--- src/rtl/mult_array_arbiter.sv ---
// Round-robin scheduler sharing one multi-lane multiplier array between two requesters.
// Latches the winner's operands, pulses start, waits out busy (with a watchdog) and returns tagged products.
module mult_array_arbiter #(
  parameter int N       = 16,
  parameter int LANES   = 9,
  parameter int TIMEOUT = 255
) (
  input  logic                 clk,
  input  logic                 rst,
  input  logic                 req0_valid,
  output logic                 req0_ready,
  input  logic [N*LANES-1:0]   req0_a,
  input  logic [N*LANES-1:0]   req0_b,
  input  logic                 req1_valid,
  output logic                 req1_ready,
  input  logic [N*LANES-1:0]   req1_a,
  input  logic [N*LANES-1:0]   req1_b,
  output logic                 rsp_valid,
  input  logic                 rsp_ready,
  output logic                 rsp_id,
  output logic [N*LANES-1:0]   rsp_o,
  output logic                 rsp_err,
  output logic                 mul_start,
  output logic [N*LANES-1:0]   mul_a,
  output logic [N*LANES-1:0]   mul_b,
  input  logic [N*LANES-1:0]   mul_o,
  input  logic                 mul_busy
);

  localparam int W  = N * LANES;
  localparam int CW = (TIMEOUT > 0) ? $clog2(TIMEOUT + 1) : 1;
  localparam logic [CW-1:0] TIMEOUT_C = CW'(TIMEOUT);

  typedef enum logic [1:0] {IDLE, ISSUE, WAIT, RESP} state_t;

  state_t          state_q;
  logic            lastGrant_q;
  logic            opId_q;
  logic [W-1:0]    opA_q;
  logic [W-1:0]    opB_q;
  logic            mulStart_q;
  logic [CW-1:0]   waitCnt_q;
  logic            firstWait_q;
  logic            rspValid_q;
  logic            rspId_q;
  logic [W-1:0]    rspData_q;
  logic            rspErr_q;

  logic            grantValid_d;
  logic            grantId_d;

  // Grants only from IDLE with the array idle; on contention the requester that lost last time wins.
  always_comb begin
    grantValid_d = 1'b0;
    grantId_d    = 1'b0;
    if (state_q == IDLE && !mul_busy) begin
      if (req0_valid && req1_valid) begin
        grantValid_d = 1'b1;
        grantId_d    = ~lastGrant_q;
      end else if (req0_valid) begin
        grantValid_d = 1'b1;
        grantId_d    = 1'b0;
      end else if (req1_valid) begin
        grantValid_d = 1'b1;
        grantId_d    = 1'b1;
      end
    end
  end

  assign req0_ready = grantValid_d && !grantId_d;
  assign req1_ready = grantValid_d && grantId_d;

  always_ff @(posedge clk) begin
    if (rst) begin
      state_q     <= IDLE;
      lastGrant_q <= 1'b1;
      opId_q      <= 1'b0;
      opA_q       <= '0;
      opB_q       <= '0;
      mulStart_q  <= 1'b0;
      waitCnt_q   <= '0;
      firstWait_q <= 1'b0;
      rspValid_q  <= 1'b0;
      rspId_q     <= 1'b0;
      rspData_q   <= '0;
      rspErr_q    <= 1'b0;
    end else begin
      mulStart_q <= 1'b0;
      case (state_q)
        IDLE: begin
          if (grantValid_d) begin
            opA_q       <= grantId_d ? req1_a : req0_a;
            opB_q       <= grantId_d ? req1_b : req0_b;
            opId_q      <= grantId_d;
            lastGrant_q <= grantId_d;
            mulStart_q  <= 1'b1;
            state_q     <= ISSUE;
          end
        end
        ISSUE: begin
          waitCnt_q   <= '0;
          firstWait_q <= 1'b1;
          state_q     <= WAIT;
        end
        // The array registers busy, so its value in the first WAIT cycle is not yet meaningful.
        WAIT: begin
          if (firstWait_q) begin
            firstWait_q <= 1'b0;
            if (mul_busy) waitCnt_q <= waitCnt_q + CW'(1);
          end else if (!mul_busy) begin
            rspData_q  <= mul_o;
            rspErr_q   <= 1'b0;
            rspId_q    <= opId_q;
            rspValid_q <= 1'b1;
            opA_q      <= '0;
            opB_q      <= '0;
            state_q    <= RESP;
          end else if (waitCnt_q == TIMEOUT_C) begin
            rspData_q  <= '0;
            rspErr_q   <= 1'b1;
            rspId_q    <= opId_q;
            rspValid_q <= 1'b1;
            opA_q      <= '0;
            opB_q      <= '0;
            state_q    <= RESP;
          end else begin
            waitCnt_q <= waitCnt_q + CW'(1);
          end
        end
        RESP: begin
          if (rsp_ready) begin
            rspValid_q <= 1'b0;
            rspData_q  <= '0;
            rspErr_q   <= 1'b0;
            rspId_q    <= 1'b0;
            state_q    <= IDLE;
          end
        end
        default: state_q <= IDLE;
      endcase
    end
  end

  assign mul_start = mulStart_q;
  assign mul_a     = opA_q;
  assign mul_b     = opB_q;
  assign rsp_valid = rspValid_q;
  assign rsp_id    = rspId_q;
  assign rsp_o     = rspData_q;
  assign rsp_err   = rspErr_q;

endmodule
--- config.mk ---
export PLATFORM = sky130hd
export DESIGN_NAME = mult_array_arbiter
export DESIGN_NICKNAME = d
export VERILOG_FILES = /design/src/rtl/mult_array_arbiter.sv
export SDC_FILE = /design/constraint.sdc
export NUM_CORES = 1
export LEC_CHECK = 0
export BUFFER_PORTS_ARGS = -buffer_cell sky130_fd_sc_hd__buf_2
export CAP_MARGIN = 15
export CORE_AREA = 3 3 451 453
export DETAILED_ROUTE_END_ITERATION = 6
export DIE_AREA = 0 0 454 456
export SETUP_SLACK_MARGIN = 0.02
export SYNTH_ARGS = -nofsm -noshare
export SYNTH_HDL_FRONTEND = slang
export SYNTH_SLANG_ARGS = --single-unit
--- constraint.sdc ---
create_clock -name clk -period 2.7 [get_ports clk]
set_clock_uncertainty 0.15 [all_clocks]
set_input_delay 0 -clock clk [delete_from_list [all_inputs] [get_ports clk]]
set_output_delay 0 -clock clk [all_outputs]
set_load 0.01 [all_outputs]
; ---- After elaboration in Yosys (flattened, before gate mapping)
; Cells that the tools add are included.
[op_classes]
n_reduce_logical = 16
n_bitwise = 2
add_sub_neg = 1
muxes = 45
n_eq_ne = 10
[op_table]
columns = operator, n
row1 = two-way mux 144 bit, 10
row2 = one-hot mux 144 bit (2 select lines), 3
row3 = two-way mux 8 bit, 4
row4 = two-way mux 1 bit, 17
row5 = one-hot mux 8 bit (2 select lines), 1
row6 = AND reduction 4 bit, 3
row7 = two-way mux 2 bit, 5
row8 = "adder 8 x 1 -> 8 bit, second input constant", 1
row9 = "equality test 8 bit, second input constant", 1
row10 = "!= test 2 bit, second input constant", 4
row11 = one-hot mux 1 bit (2 select lines), 4
row12 = one-hot mux 2 bit (4 select lines), 1
row13 = "!= test 3 bit, second input constant", 2
row14 = nonzero test 2 bit, 3
row15 = "equality test 2 bit, second input constant", 2
row16 = logical AND 1 bit, 4
row17 = AND reduction 3 bit, 1
row18 = "equality test 2 x 1 -> 1 bit, second input constant", 1
row19 = zero test 1 bit, 2
row20 = zero test 2 bit, 1
row21 = NOT 1 bit, 2
row22 = AND reduction 2 bit, 1
row23 = OR reduction 2 bit, 1
[totals]
reg_bits = 449
in_bits = 726
word_cells = 86

; ---- Longest topological paths before layout
; Gate-level depths: netlist of run 1.
[depth]
ltp_word = 7
ltp_mapped = 9
depth_no_buf = 7

; ---- Worst setup path after synthesis of run 1
; Ideal clock, no wire load.
[synth_path]
path_kind = register to register
startpoint = register state_q[0]
endpoint = register rspData_q[100] (netlist: rsp_o[100])
path_buffers = 3
synth_period_minus_slack_ns = 2.092
t_arrival_ns = 1.826
stages_incl_launch_ff = 10
slack_ns = 0.608
cell_sequence = dfxtp_1 inv_1 ha_1 clkbuf_8 nor2_1 or2_2 clkbuf_1 buf_1 nor3_1 a31o_2
[synth_between]
elab_chain_len = 3
[synth_rtl]
columns = element, line
row1 = start: declaration, 36  ; state_t state_q;
row2 = start signal: assignment, 75  ; state_q <= IDLE;
row3 = start signal: assignment, 97  ; state_q <= ISSUE;
row4 = start signal: assignment, 103  ; state_q <= WAIT;
row5 = equality test 2 bit, 89  ; case (state_q)
row6 = "!= test 3 bit (no source line), or another cell as far along", -
row7 = AND reduction 4 bit (no source line), -
row8 = end signal: assignment, 111  ; rspData_q <= mul_o;
row9 = end: declaration, 46  ; logic [W-1:0] rspData_q;
; Several ways; a longest one is shown, not always the timed one.
; A chain may end at the register's enable or synchronous reset.

; ---- Worst setup path after layout of run 1
[layout_path]
startpoint = register state_q[1]
endpoint = register opId_q
[layout_between]
elab_chain_len = 4
[layout_rtl]
columns = element, line
row1 = zero test 2 bit *, "56, 89"
row2 = logical AND 1 bit, 56  ; if (state_q == IDLE && !mul_busy) begin
row3 = two-way mux 1 bit, 56
row4 = AND reduction 2 bit (no source line), -
row5 = end signal: assignment, 94  ; opId_q <= grantId_d;
row6 = end: declaration, 38  ; logic opId_q;
; Mark *: on every way between the ends. The rest lies on a longest branch, timed or not.

==> results of run 1 <==
-- power breakdown --
part,internal (uW),switching [uW]
registers,7960,948
clock network,5400,3640
logic,3900,5070
total,17200,9660
-- worst max path at each step --
stage,start,end,slack [ps],cells after the start
final,state_q[1]$_SDFFE_PP0P_,opId_q$_SDFFE_PP0P_,140,8
after CTS,state_q[1]$_SDFFE_PP0P_,mul_b[50]$_SDFFE_PP0P_,70,10
after floorplan,state_q[0]$_SDFFE_PP0P_,rsp_o[100]$_SDFFE_PP0P_,610,9
after global routing,state_q[1]$_SDFFE_PP0P_,opId_q$_SDFFE_PP0P_,20,8
after global placement,state_q[1]$_SDFFE_PP0P_,mul_b[50]$_SDFFE_PP0P_,30,9
after detailed placement,state_q[1]$_SDFFE_PP0P_,mul_b[50]$_SDFFE_PP0P_,40,9
-- through the flow --
| stage | cell area [um2] | total power, uW | utilization (%) | hold WS, ps |
|---|---|---|---|---|
| 2_1_floorplan | 18400 | 12000 | - | -10.1 |
| 3_3_place_gp | 28100 | 16400 | 14.1 | 114 |
| 3_5_place_dp | 28100 | 16500 | 14.1 | 120 |
| 4_1_cts | 41300 | 27200 | 20.7 | 0.832 |
| 5_1_grt | 41400 | 28100 | 20.7 | 42.1 |
| 6_report | 41500 | 26900 | 20.8 | 56.3 |
-- layer usage --
metal	vias up	track usage, %
met4	72	7.67
met1	12100	18.7
met3	488	6.97
li1	11100	-
met2	1360	26.7
met5	-	0
-- state kept, by name, summed over array words and instances (netlist names) --
signal / cells
mul_a: 144
mul_start: 1
waitCnt_q: 8
state_q: 2
rsp_o: 144
rsp_id: 1
mul_b: 144
rsp_valid: 1
firstWait_q: 1
rsp_err: 1
opId_q: 1
lastGrant_q: 1
-- layout make-up --
cell class	instances	area, um2
Inverter	6	32.5
Timing Repair Buffer	2387	18100
Sequential cell	449	8990
Multi-Input combinational cell	1087	8620
Tap cell	2656	3320
Clock buffer	74	1600
Fill cell	21600	158000
Clock inverter	38	598
Antenna cell	73	183
-- worst max-delay path: cells and delay by family, from the launching register on --
kind            cells  cell delay (ps)
buf+inv             3             1290
fa+ha+maj           1              240
simple gates        2              270
compound gates      2              160
flops               1              340
-- kinds of logic (layout without fill, tap and decap cells) --
| kind of cell | after synthesis | after routing |
|---|---|---|
| XOR/XNOR | 5 | 5 |
| flip-flops | 449 | 449 |
| adder cells (fa/ha/maj) | 6 | 6 |
| other | 0 | 73 |
| multiplexers | 289 | 289 |
| buffers and inverters | 181 | 2505 |
| AO/OA/AOI/OAI | 463 | 463 |
| AND/OR/NAND/NOR | 324 | 324 |
-- cell usage in the layout (no fill, tap or decap), types with 16 or more instances in the layout --
cell type / netlist / routed
a31o_2: 127 / 127
mux2i_1: 289 / 289
nor3_1: 143 / 143
o2bb2ai_1: 278 / 278
a31o_1: 16 / 16
nand2_1: 151 / 150
buf_2: 91 / 1163
dfxtp_1: 449 / 449
clkbuf_16: 0 / 59
buf_4: 2 / 104
dlygate4sd3_1: 0 / 1090
buf_12: 0 / 29
diode_2: 0 / 73
-- repair_timing --
| item | in CTS | in global routing |
|---|---|---|
| hold buffers | 1090 | 0 |
| setup buffers | 3 | 0 |
| setup endpoints to repair | 2 | 37 |
| endpoints found under the hold margin | 449 | 0 |
| gates resized for setup | 2 | 4 |
==> impl_results.md, run 1 <==
* Sequential area share after synthesis at between 40% and 50%
* Status: complete, no violations
* Synthesis Warnings at 0
* Routed met3 length at ~19000 um
* Die area at 0.207 mm2
* Syn-to-layout area delta at 125%
* Initial drt markers at approximately 1800
* Die H at roughly 460 um
* Final worst path period need at approximately 2600 ps
* Xor/xnor share of the synthesized area at 0.237%
* Slew margin rel. at slightly below 70%
* CP startpoint kind: flip-flop
* Worst R2R Path Depth at 8
* Vias in the first global route at 26100
* Synth top cells by count: 449 x dfxtp_1, 289 x mux2i_1, 278 x o2bb2ai_1
* Crit-path slowest cell: dlygate4sd3_1
* Syn Inst Count at 1717
* WHS Path Cells at 4
* Worst Tran Pin Value at 445 ps
* Maximum vdd drop at ~500 uV
* Max FO, Critical Path at 4
* Hold Path Sink: mul_b[52]$_SDFFE_PP0P_
* Drt first pass iters at 5
* Top Layer Used: met5
* Post-layout nets at ~4700
* Final hold vios at 0
* Initial Utilization at 9.24%
* Cell Area, Synth at approximately 0.018 mm2
* CTS tree: yes
* Largest family of logic cells by synthesized area: compound AO/OA/AOI/OAI gates
* Number of buffers created by CTS at 59
* RR Endpoint: opId_q$_SDFFE_PP0P_
* Row Count at roughly 160
* Avg Cell Area, Syn at 10.7 um2
* Multiplexer area fraction after synthesis at 15.7%
* TNS Setup at 0 ps
* #FFs+latches synth at around 450
* Clock Tree Buf Depth at 3
* Clk sinks at ~450
* Most frequent CP cell: dlygate4sd3_1
* Crit end category: flip-flop
* CP max stage delay at between 500 and 600 ps
* PwrDens at 649 mW/mm2
* First-pass GRT wire length at 233000 um
* Pin count of the biggest net entering global routing at ~70
* Worst hold start: req0_b[52]
* Simple-gate portion of the synthesized area at ~8.1%
* RSZ-0062 raised after global routing: false
* Synthesized net count at 2449
* GRT Util Overall at between 10% and 20%
* Slew Limit Fails at 0
* Final WL at roughly 180000 um
* Synth Flop Type: dfxtp_1
* PortBufs at between 1000 and 1500
* CTS H-Tree Depth at 2
* Flop2flop setup slack at approximately 140 ps
* Max Freq at ~390 MHz
* Count leader, synth: dfxtp_1
* Final cell count without fillers at 6770
* Leakage power at 0.0174 uW
* Final setup margin at ~140 ps
* Synth area leader: dfxtp_1
* Crit Path Class: flip-flop to flip-flop
* Clk Tree Root Cell: clkbuf_16
* DP Worst Slack at 42.2 ps
* Reg2reg start: state_q[1]$_SDFFE_PP0P_
* Initial antenna violation count at 156
* Synth area leaders: dfxtp_1 49%, mux2i_1 16%, o2bb2ai_1 13%
* Post-synth cell types at a little under 50
* Post-DP HPWL at 144000 um
* Met2 Wirelength at just over 80000 um
* Clock slew at reported path FFs at approximately 60 ps
* Clock latency on the worst-skew pair at a little over 700 ps
* Complex-gate fraction of the synthesized area at between 20% and 30%
* Critical path cell sequence: inv_1, ha_2, nor2b_4, o21ai_2, dlygate4sd3_1, nand2_1, a21oi_1, dlygate4sd3_1
* # setup viols final at 0
* Ys async rst share at 0%
* Final global-route overflow total at 0
* Via count at 25200
* Post-Place Cells at 5492
* Layout cell share with drive strength beyond 1 at 38.5%
* Max cap viols at 0
* Ports at ~1200
* M1 wire length at approximately 70000 um
* Vias per cell at 3.72
* Number of synthesized flops with an enable pin at 0
* DR WL/cell at between 20 and 30 um
* Chip width at about 450 um
* Yosys top cell area share at between 40% and 50%
* DRC errors left at 0
* Critical Path RT at roughly 3200 ps
* Antenna-violating nets left at 0
* Gpl congestion at approximately 0.96
* Final period utilization at 94.7%
* Core area at 0.200 mm2
* Worst endpoint data arrival time at 3000 ps
* Hold Path Class: input port to flip-flop
* Post-Synth Adder-Cell Area at less than 1%
Power figures use the tool's default switching activity.
==> run 2, diff against run 1 <==
Settings changed: CTS_BUF_LIST set to sky130_fd_sc_hd__clkbuf_16.
Clock period 2.7 ns to 2.9 ns, I/O delays scaled along.
==> impl_results.md, run 2 (synthesis results as in run 1) <==
* Crit end category: flip-flop
* GRT Util Overall at 16.2%
* CP startpoint kind: flip-flop
* RSZ-0062 raised after global routing: true
* Max FO, Critical Path at 22
* First-pass GRT wire length at roughly 230000 um
* CTS H-Tree Depth at 2
* PwrDens at between 500 and 600 mW/mm2
* Reg2reg start: state_q[0]$_SDFFE_PP0P_
* Clk Tree Root Cell: clkbuf_16
* Final hold vios at 0
* Final global-route overflow total at 0
* Switching share of total power at between 30 and 40%
* Ports at around 1200
* Layout cell share with drive strength beyond 1 at approximately two fifths
* DR WL/cell at 26.7 um
* Number of buffers created by CTS at 55
* Post-layout nets at between 4000 and 5000
* Final WL at 179000 um
* CTS tree: yes
* Final setup margin at approximately 53 ps
* Cell Int Power at ~15000 uW
* Post-DP HPWL at between 100000 and 150000 um
* Most frequent cells in the layout: 1163 x buf_2, 1058 x dlygate4sd3_1, 449 x dfxtp_1
* Syn-to-layout area delta at 121%
* Met2 Wirelength at 81200 um
* Status: complete, no violations
* Leakage power at approximately 0.017 uW
* Clock slew at reported path FFs at approximately 60 ps
* Critical Path RT at 3340 ps
* Most common cell after layout, fill and taps aside: buf_2
* Flop2flop setup slack at 50 ps
* Drt first pass iters at 5
* Maximum vdd drop at approximately 570 uV
* Crit-path slowest cell: dlygate4sd3_1
* Max Freq at around 350 MHz
* Final period utilization at between 90 and 100%
* Final worst path period need at about 2800 ps
* Pin count of the biggest net entering global routing at between 80 and 90
* M1 wire length at 68600 um
* Routed met3 length at ~19000 um
* Gpl congestion at just over 0.9
* Worst endpoint data arrival time at 3290 ps
* Post-Place Cells at 5476
* Initial antenna violation count at ~150
* Row Count at 164
* Delay-heaviest family, CP: buffers and inverters
* Worst R2R Path Depth at 9
* Core area at 0.200 mm2
* Max cap viols at 0
* Vias per cell at about 3.7
* Clock latency on the worst-skew pair at about 670 ps
* # setup viols final at 0
* Worst Tran Pin Value at approximately 720 ps
* RR Endpoint: mul_b[28]$_SDFFE_PP0P_
* Vias in the first global route at 25700
* DP Worst Slack at ~360 ps
* Placed cell area at roughly 0.028 mm2
* Die area at 0.207 mm2
* Antenna-violating nets left at 0
* Worst Setup SP: state_q[0]$_SDFFE_PP0P_
* Reg power frac at a little over a third
* Clk sinks at 449
* TNS Setup at 0 ps
* DRC errors left at 0
* Top Layer Used: met5
* Slew margin rel. at between 50% and 60%
* Crit Path Class: flip-flop to flip-flop
* CP bufs+invs at 4
* Finished Cell Area at slightly above 0.04 mm2
* NetSw at 8770 uW
* WP depth at 9
* Initial Utilization at a little under a tenth
* Clock Tree Buf Depth at 3
* Hold Path Class: input port to flip-flop
* Clock power share at between 20% and 30%
* Via count at 25000
* PortBufs at ~1200
* Crit path to: mul_b[28]$_SDFFE_PP0P_
* Initial drt markers at just over 2000
* Die H at about 460 um
* Critical path cell sequence: inv_1, ha_2, nor2b_4, o21ai_2, or3_4, buf_12, buf_4, o2bb2ai_1, dlygate4sd3_1
* CP max stage delay at between 500 and 600 ps
* Comb pwr share at around 36%
* Final cell count without fillers at 6694
* Chip width at 454 um
* Slew Limit Fails at 0
[run 2: cell count changes in the layout (fill, tap and decap cells not counted), sizes merged]
cell         before   now
bufinv           12     2
inv               9    20
clkinvlp          4     3
dlygate4sd3    1090  1058
diode            73    50
buf            1297  1282
clkbuf           74    60
clkinv           19    27
[run 2: worst min-delay path, delay by kind of cell]
family | cells | cell delay (ps)
buffers and inverters | 2 | 660
multiplexers | 1 | 70
AO/OA/AOI/OAI | 1 | 120
[run 2: how the worst min path moves through the flow]
stage,start,endpoint,slack (ps),cells after the start
2_1_floorplan,mul_o[143],rsp_o[143]$_SDFFE_PP0P_,-10,2
3_5_place_dp,req0_a[113],mul_a[113]$_SDFFE_PP0P_,120,3
3_3_place_gp,req0_a[123],mul_a[123]$_SDFFE_PP0P_,110,3
6_report,req1_a[102],mul_a[102]$_SDFFE_PP0P_,60,4
4_1_cts,mul_o[89],rsp_o[89]$_SDFFE_PP0P_,1,5
5_1_grt,req1_b[7],mul_b[7]$_SDFFE_PP0P_,50,4
[run 2: final cells by class]
cell class / instances / area, um2
clock buffer: 55 / 1380
tap: 2656 / 3320
multi-input combinational: 1087 / 8640
timing repair buffer: 2345 / 18000
sequential: 449 / 8990
inverter: 6 / 41.3
antenna: 50 / 125
fill: 21600 / 159000
clock inverter: 46 / 352
[run 2: power by group through the flow]
| stage | clock network (uW) | logic, uW | registers, uW |
|---|---|---|---|
| after floorplan | 0 | 2470 | 8720 |
| after global placement | 0 | 6920 | 8280 |
| after detailed placement | 0 | 6960 | 8280 |
| after CTS | 7060 | 8440 | 8180 |
| after global routing | 7250 | 9090 | 8340 |
| final | 6840 | 8580 | 8240 |
[run 2: layer usage]
layer  vias to the layer above  track usage (%)
li1                      11000                -
met1                     12000             18.6
met2                      1386             26.6
met3                       486             6.71
met4                        76             6.71
met5                         -                0
[run 2: per-stage QoR]
stage	hold WS, ps	total power [uW]	utilization [%]
2_1_floorplan	-10.1	11200	-
3_3_place_gp	113	15200	14.0
3_5_place_dp	123	15200	14.0
4_1_cts	1.30	23700	20.2
5_1_grt	50.5	24700	20.4
6_report	63.1	23700	20.4
[run 2: timing repair]
item | CTS | global route
buffers inserted | 0 | 4
endpoints found under the hold margin | 447 | 0
gates resized for setup | 0 | 26
setup endpoints to repair | 0 | 109
hold buffers | 1059 | 0
==> run 3, diff against run 2 <==
Settings changed: SETUP_SLACK_MARGIN 0.02 to 0.5.
==> impl_results.md, run 3 (synthesis results as in run 1) <==
* Hold Path Class: input port to flip-flop
* Flop2flop setup slack at approximately 500 ps
* DRC errors left at 0
* Vias in the first global route at roughly 25000
* Met1 Use GR at 18.8%
* Worst Setup SP: state_q[0]$_SDFFE_PP0P_
* Clk Tree Root Cell: clkbuf_16
* Vias per cell at roughly 3.7
* Chip width at 454 um
* RR Endpoint: mul_a[87]$_SDFFE_PP0P_
* Clock Tree Buf Depth at 3
* CP startpoint kind: flip-flop
* # setup viols final at 0
* Post-DP HPWL at around 140000 um
* TNS Setup at 0 ps
* Row Count at roughly 160
* Reg power frac at a little over a third
* Final period utilization at slightly above 80%
* Failing checks: negative hold slack
* Crit Path Class: flip-flop to flip-flop
* DR WL/cell at roughly 27 um
* Post-layout nets at roughly 4600
* Crit end category: flip-flop
* Initial drt markers at between 2000 and 2500
* DP Worst Slack at 364 ps
* Antenna-violating nets left at 0
* CTS H-Tree Depth at 2
* RSZ-0062 raised after global routing: true
* Hold WS at -15.1 ps
* Most frequent cells in the layout: 1163 x buf_2, 1018 x dlygate4sd3_1, 449 x dfxtp_1
* Met3 usage at between 6 and 7%
* Clock slew at reported path FFs at about 60 ps
* Drt first pass iters at 5
* Layout cell share with drive strength beyond 1 at 39.1%
* Max Freq at between 400 and 500 MHz
* M2 GR Usage at 26.7%
* Switching share of total power at a little under two fifths
* Syn-to-layout area delta at 120%
* Final WL at ~180000 um
* Comb pwr share at a little over a third
* Fillcell total at between 20000 and 25000
* Die H at 456 um
* Most common cell after layout, fill and taps aside: buf_2
* First-pass GRT wire length at approximately 230000 um
* Final worst path period need at about 2400 ps
* Hold Path Sink: mul_a[79]$_SDFFE_PP0P_
* Number of buffers created by CTS at between 50 and 60
* Final hold vios at 4
* Clock power share at between 20% and 30%
* PwrDens at 580 mW/mm2
* Leakage power at around 0.017 uW
* Maximum vdd drop at approximately 570 uV
* PortBufs at 1163
* Initial Utilization at 9.24%
* Reg2reg start: state_q[0]$_SDFFE_PP0P_
* Worst endpoint data arrival time at 2810 ps
* Via count at between 20000 and 25000
* Worst Tran Pin Value at approximately 720 ps
* GRT Util Overall at around 16%
* Max FO, Critical Path at 16
* Final global-route overflow total at 0
* Worst R2R Path Depth at 9
* Multi-input gate area at between 0.008 and 0.009 mm2
* Critical Path RT at ~3300 ps
* Gr busiest metal: met2
* Slew margin rel. at a little over half
* Initial antenna violation count at between 100 and 150
* Core area at between 0.15 and 0.2 mm2
* Cell Int Power at approximately 15000 uW
* Slew Limit Fails at 0
* CTS tree: yes
* Clk sinks at approximately 450
* WHS Path Cells at 5
* Pin count of the biggest net entering global routing at 89
* Final setup margin at roughly 500 ps
* Clock latency on the worst-skew pair at about 670 ps
* Die area at 0.207 mm2
* Seq. cell area at about 0.0090 mm2
* Status: finished, violations left
* Gpl congestion at ~0.92
* NetSw at around 8700 uW
* Worst hold start: req0_valid
* Ports at around 1200
* Max cap viols at 0
[run 3: power by group through the flow]
| stage | combinational (uW) | sequential (uW) | clock, uW |
|---|---|---|---|
| detailed placement | 6960 | 8280 | 0 |
| finish | 8470 | 8240 | 6810 |
| CTS | 8400 | 8180 | 7060 |
| global route | 8990 | 8340 | 7240 |
| global placement | 6920 | 8280 | 0 |
| floorplan | 2470 | 8720 | 0 |
[run 3: repair_timing]
item	4_1_cts	5_1_grt
pin swaps	1	3
buffers inserted	1	8
hold buffers	1018	0
endpoints found under the setup margin	307	424
endpoints found under the hold margin	447	0
gates resized for setup	21	18
cloned	4	2
[run 3: worst max-delay path by stage]
stage                                          to  slack (ps)  cells after the start
after detailed placement  rsp_o[116]$_SDFFE_PP0P_         360                      7
after global placement     rsp_o[40]$_SDFFE_PP0P_         400                      7
after CTS                              req1_ready         380                      7
final                      mul_a[87]$_SDFFE_PP0P_         500                      9
after floorplan           rsp_o[100]$_SDFFE_PP0P_         810                      9
after global routing       mul_a[88]$_SDFFE_PP0P_         410                      9
[run 3: layout make-up]
type / instances / share of cell area, %
well taps: 2656 / 8.19
clock buffers: 55 / 3.39
flip-flops and latches: 449 / 22.2
multi-input cells: 1087 / 21.4
diodes: 58 / 0.358
inverters: 6 / 0.102
repair buffers: 2311 / 43.5
clock inverters: 46 / 0.867
[run 3: per-stage QoR]
| step | utilization [%] | std cells | cell area (um2) | power (uW) |
|---|---|---|---|---|
| 2_1_floorplan | - | 1717 | 18400 | 11200 |
| 3_3_place_gp | 14.0 | 5476 | 28000 | 15200 |
| 3_5_place_dp | 14.0 | 5476 | 28000 | 15200 |
| 4_1_cts | 20.1 | 6600 | 40200 | 23600 |
| 5_1_grt | 20.3 | 6640 | 40500 | 24600 |
| 6_report | 20.3 | 6668 | 40600 | 23500 |
[run 3: worst max-delay path, cell delays in order (launching register included)]
cell	delay, ps
dfxtp_1	340
inv_1	160
ha_2	240
nor2b_4	200
nand2_4	120
inv_16	140
buf_4	340
mux2i_1	300
buf_4	200
o2bb2ai_1	60
[run 3: routing by layer]
layer	vias to the layer above	share of wire [%]
met2	1420	45
met3	480	10
met5	-	0.26
li1	10900	-
met1	11900	39
met4	76	4.9
